**src/rtl/spike_train_decoder.sv**
```systemverilog
// Spike train decoder: rising-edge spike events, windowed rate with valid/ready, and inter-spike interval.
// Optional ISI path is built only when SPIKE_DEC_ISI_EN is defined.
module spike_train_decoder #(
   parameter int unsigned WIN_CYCLES = 256,
   parameter int unsigned RATE_W     = 8,
   parameter int unsigned CNT_W      = 8
) (
   input  logic              clk,
   input  logic              reset,
   input  logic              enable,
   input  logic              spike_in,
   output logic [RATE_W-1:0] rate_out,
   output logic              rate_valid,
   input  logic              rate_ready,
   output logic              rate_drop,
   output logic [CNT_W-1:0]  isi_out,
   output logic              isi_valid,
   output logic              isi_sat
);

   localparam int unsigned     WIN_W    = (WIN_CYCLES > 2) ? $clog2(WIN_CYCLES) : 1;
   localparam logic [WIN_W-1:0] WIN_LAST = WIN_W'(WIN_CYCLES - 1);
   localparam logic [RATE_W-1:0] RATE_MAX = '1;

   logic              spike_q;
   logic              evt;
   logic              win_end;
   logic              transfer;
   logic [WIN_W-1:0]  win_cnt;
   logic [RATE_W-1:0] evt_cnt;
   logic [RATE_W-1:0] evt_sum;

   assign evt      = spike_in & ~spike_q & enable;
   assign win_end  = enable & (win_cnt == WIN_LAST);
   assign transfer = rate_valid & rate_ready;
   // Event count including this cycle's event, saturating
   assign evt_sum  = (evt && (evt_cnt != RATE_MAX)) ? evt_cnt + RATE_W'(1) : evt_cnt;

   // Edge-detect history tracks the line even while disabled
   always_ff @(posedge clk) begin
      if (reset) spike_q <= 1'b0;
      else       spike_q <= spike_in;
   end

   // Rate window counters and result handshake
   always_ff @(posedge clk) begin
      if (reset) begin
         win_cnt    <= '0;
         evt_cnt    <= '0;
         rate_out   <= '0;
         rate_valid <= 1'b0;
         rate_drop  <= 1'b0;
      end else begin
         if (enable) begin
            if (win_end) begin
               win_cnt <= '0;
               evt_cnt <= '0;
            end else begin
               win_cnt <= win_cnt + WIN_W'(1);
               evt_cnt <= evt_sum;
            end
         end
         if (win_end) begin
            rate_out   <= evt_sum;
            rate_valid <= 1'b1;
            if (rate_valid && !rate_ready) rate_drop <= 1'b1;
         end else if (transfer) begin
            rate_valid <= 1'b0;
         end
      end
   end

`ifdef SPIKE_DEC_ISI_EN
   localparam logic [0:0]       S_IDLE  = 1'b0;
   localparam logic [0:0]       S_ARMED = 1'b1;
   localparam logic [CNT_W-1:0] CNT_MAX = '1;

   logic [0:0]       state_q;
   logic [0:0]       state_d;
   logic [CNT_W-1:0] isi_cnt_q;
   logic [CNT_W-1:0] isi_cnt_d;
   logic [CNT_W-1:0] isi_out_d;
   logic             isi_valid_d;
   logic             isi_sat_d;

   always_ff @(posedge clk) begin
      if (reset) begin
         state_q   <= S_IDLE;
         isi_cnt_q <= '0;
         isi_out   <= '0;
         isi_valid <= 1'b0;
         isi_sat   <= 1'b0;
      end else begin
         state_q   <= state_d;
         isi_cnt_q <= isi_cnt_d;
         isi_out   <= isi_out_d;
         isi_valid <= isi_valid_d;
         isi_sat   <= isi_sat_d;
      end
   end

   // Interval measurement: first event arms, later events report and restart
   always_comb begin
      state_d     = state_q;
      isi_cnt_d   = isi_cnt_q;
      isi_out_d   = isi_out;
      isi_valid_d = 1'b0;
      isi_sat_d   = isi_sat;
      if (enable) begin
         if (state_q == S_IDLE) begin
            if (evt) begin
               state_d   = S_ARMED;
               isi_cnt_d = CNT_W'(1);
            end
         end else begin
            if (evt) begin
               isi_out_d   = isi_cnt_q;
               isi_valid_d = 1'b1;
               isi_sat_d   = (isi_cnt_q == CNT_MAX);
               isi_cnt_d   = CNT_W'(1);
            end else if (isi_cnt_q != CNT_MAX) begin
               isi_cnt_d = isi_cnt_q + CNT_W'(1);
            end
         end
      end
   end
`else
   assign isi_out   = '0;
   assign isi_valid = 1'b0;
   assign isi_sat   = 1'b0;
`endif

endmodule

```
**config.mk**
```make
export PLATFORM = sky130hd
export DESIGN_NAME = spike_train_decoder
export DESIGN_NICKNAME = d
export VERILOG_FILES = /design/src/rtl/spike_train_decoder.sv
export SDC_FILE = /design/constraint.sdc
export NUM_CORES = 1
export LEC_CHECK = 0
export CORE_UTILIZATION = 30
export DETAILED_ROUTE_END_ITERATION = 8
export PLACE_DENSITY_LB_ADDON = 0.2
export RECOVER_POWER = 100
export SYNTH_ARGS = -nofsm -noshare
export SYNTH_HDL_FRONTEND = slang
export SYNTH_SLANG_ARGS = --single-unit
```
**constraint.sdc**
```tcl
create_clock -name clk -period 2.5 [get_ports clk]
set_input_delay 0.25 -clock clk [delete_from_list [all_inputs] [get_ports clk]]
set_output_delay 0.25 -clock clk [all_outputs]
set_load 0.05 [all_outputs]
```
==> impl_metrics.ini <==
[global_route]
grt_max_degree = 15
track_usage_pct = 11.4
grt_pass1_vias = 889
grt-ovfl-total = 0
grtUsageMet3_pct = 2.03
use_met2_pct = 19.7
grt.met1_usage_pct = 14.0
antenna_found_initial = 0
grt_busiest_layer = met2
grt_pass1_wl_um = 3900

[floorplan]
start_util_pct = 31.8
die_h_um = 67.8
num_rows = 23
io_pins = 25
die_w_um = 67.8
dieArea_um2 = 4600
core_um2 = 4090

[power_and_ir_drop]
power_frac_comb_pct = 8.9
p_per_area_nw_per_um2 = 516
p_leak_nw = 0.579
internal_power_uw = 564
p_sw_share_pct = 24.3
p_switching_uw = 181
peakVddDrop_mv = 0.164
seq_power_share_pct = 59.0
clockPowerShare_pct = 32.1

[critical_path]
crit_fanout = 11
cpPeakStageDelay_ns = 0.71
reg2reg_slack_ns = 0.80
r2r_start = evt_cnt[0]
crit_path_start = reset
reg2reg_depth = 5
crit_end = evt_cnt[7]
worstPathRequired_ns = 2.65
crit_arrival_ns = 1.96
cp_slowest_cell = dlygate4sd3_1
cp-end-kind = flip-flop
start_kind = input pin
path_cells = dlygate4sd3_1 > clkbuf_1 > or2_1 > nor3_1
critPathKind = input pin to flip-flop
r2r-end = rate_out[1]

[run]
drv_cap = 0

[layout]
fin_area_um2 = 1440
syn2layout_area_growth_pct = 11.1
final_nets = 160
finalNonFillerCells = 202
final_util_pct = 35.3
final_cell_mix = dfxtp_1, nor2_1, dlygate4sd3_1
drive_gt1_share_pct = 7.24
final_common_cell = dfxtp_1
antennaDiodeCount = 0

[placed_design]
place_inst = 198
hpwl_um = 1780
dpl-instance-area_um2 = 1440
io_buffer_count = 14
routabilityCongestion = 0.760

[yosys]
synth_area_leader_cell = dfxtp_1
mappedNetlistArea_um2 = 1300
synth_seq_cells = 27
synth_edf_count = 0
yosys-top-cells-area = dfxtp_1, buf_4, nor2_1
yosysWarnings = 0
synth-main-ff-cell = dfxtp_1
async_flop_share_pct = 0
synth.distinct_cells = 41
syn-mean-instance-area_um2 = 9.48
ys_seq_area_share_pct = 41.6
synth_top_area_share_pct = 41.6
synthCells = 137

[clock_network]
ctsLongestPathBuffers = 2
cts_hold_buf = 0
cts_tree = yes
cts_made_buffers = 3
cts_setup_buffers = 0
clkTransAtPathRegs_ns = 0.09
clock-sinks = 27
cts_max_level = 1
post_cts_resized = 0
clk_latency_ns = 0.26
clock-root-buffer = clkbuf_8

[drt]
ant_nets = 0
first_pass_iters = 2
via_count = 958
routedWlPerCell_um = 11.6
drcViolationCount = 0
wl_um = 2350
drt_iter0_drc = 17
vias_per_cell = 4.74

[sta]
max_freq_mhz = 551
finalMaxSlewViolations = 0
slew-limit-headroom_pct = 65.0
worstMarginPinSlew_ns = 0.525
period_needed_ns = 1.81
fin_setup_tns_ns = 0
hold_viol = 0
period_share_pct = 72.5
skew_ns = 0.00495
setup_viol = 0
rsz0062_at_grt = false
hold_ws_ns = 0.487

[worst_hold_path]
min_from = rate_drop
min_path_type = flip-flop to flip-flop

[run_status]
outcome = finished clean
==> power by group through the flow <==
stage / Clock (mW) / Sequential, mW / Combinational [mW]
after floorplan: 0 / 0.448 / 0.0727
after global placement: 0 / 0.449 / 0.0686
after detailed placement: 0 / 0.449 / 0.0688
after CTS: 0.256 / 0.439 / 0.0692
after global routing: 0.269 / 0.440 / 0.0722
final: 0.239 / 0.439 / 0.0663
==> registers in the layout (all words and copies together), names as in the netlist <==
signal / count
rate_valid: 1
evt_cnt: 8
spike_q: 1
rate_drop: 1
rate_out: 8
win_cnt: 8
==> metrics by stage <==
step | power (mW) | setup WS [ns]
after floorplan | 0.521 | 1.05
after global placement | 0.518 | 0.654
final | 0.745 | 0.687
after CTS | 0.765 | 0.799
after detailed placement | 0.518 | 0.630
after global routing | 0.781 | 0.558
==> how the worst min path moves through the flow <==
stage,slack [ns],depth (start not counted),endpoint
2_1_floorplan,0.38,1,spike_q
3_3_place_gp,0.45,2,rate_drop
3_5_place_dp,0.48,2,rate_drop
4_1_cts,0.50,2,rate_out[4]
5_1_grt,0.51,2,rate_drop
6_report,0.49,2,rate_drop
==> area by class of cell <==
type                            count  area (um^2)
Timing Repair Buffer               17          155
Sequential cell                    27          541
Tap cell                           50         62.6
Clock buffer                        4         45.0
Multi-Input combinational cell    102          618
Fill cell                         421         2640
Inverter                            2         21.3
==> metal layers <==
layer | up-vias | part of all wire [%]
met5 | - | 0
met4 | 0 | 0.34
met3 | 2 | 2.2
met2 | 11 | 51
met1 | 458 | 47
li1 | 487 | -
==> synthesized netlist by cell type (2+ instances only) <==
| library cell | number |
|---|---|
| or3_1 | 2 |
| a211oi_1 | 2 |
| mux2i_1 | 5 |
| nor2b_1 | 2 |
| o22ai_1 | 4 |
| and3_1 | 2 |
| xor2_1 | 5 |
| ha_1 | 2 |
| nand4_2 | 2 |
| nand2_1 | 7 |
| buf_6 | 3 |
| nor3_1 | 3 |
| a31oi_1 | 2 |
| nor2_1 | 20 |
| nand3_1 | 4 |
| dfxtp_1 | 27 |
| o21ai_0 | 2 |
| a21oi_1 | 3 |
| nand2b_1 | 6 |
| nand4_1 | 3 |
| buf_4 | 11 |
==> worst max-delay path, delay by kind of cell <==
kind | cells | cell delay, ns
and+or+nand+nor | 2 | 0.54
buffers and inverters | 2 | 1.17
==> cell families after synthesis <==
logic type / share of synthesized area, %
AND/OR/NAND/NOR: 25.6
flip-flops: 41.6
AO/OA/AOI/OAI: 11.7
buffers and inverters: 11.0
XOR/XNOR: 4.05
multiplexers: 3.85
adder cells (fa/ha/maj): 1.93
other: 0.289
No activity file was read; power rests on OpenSTA's default activity.
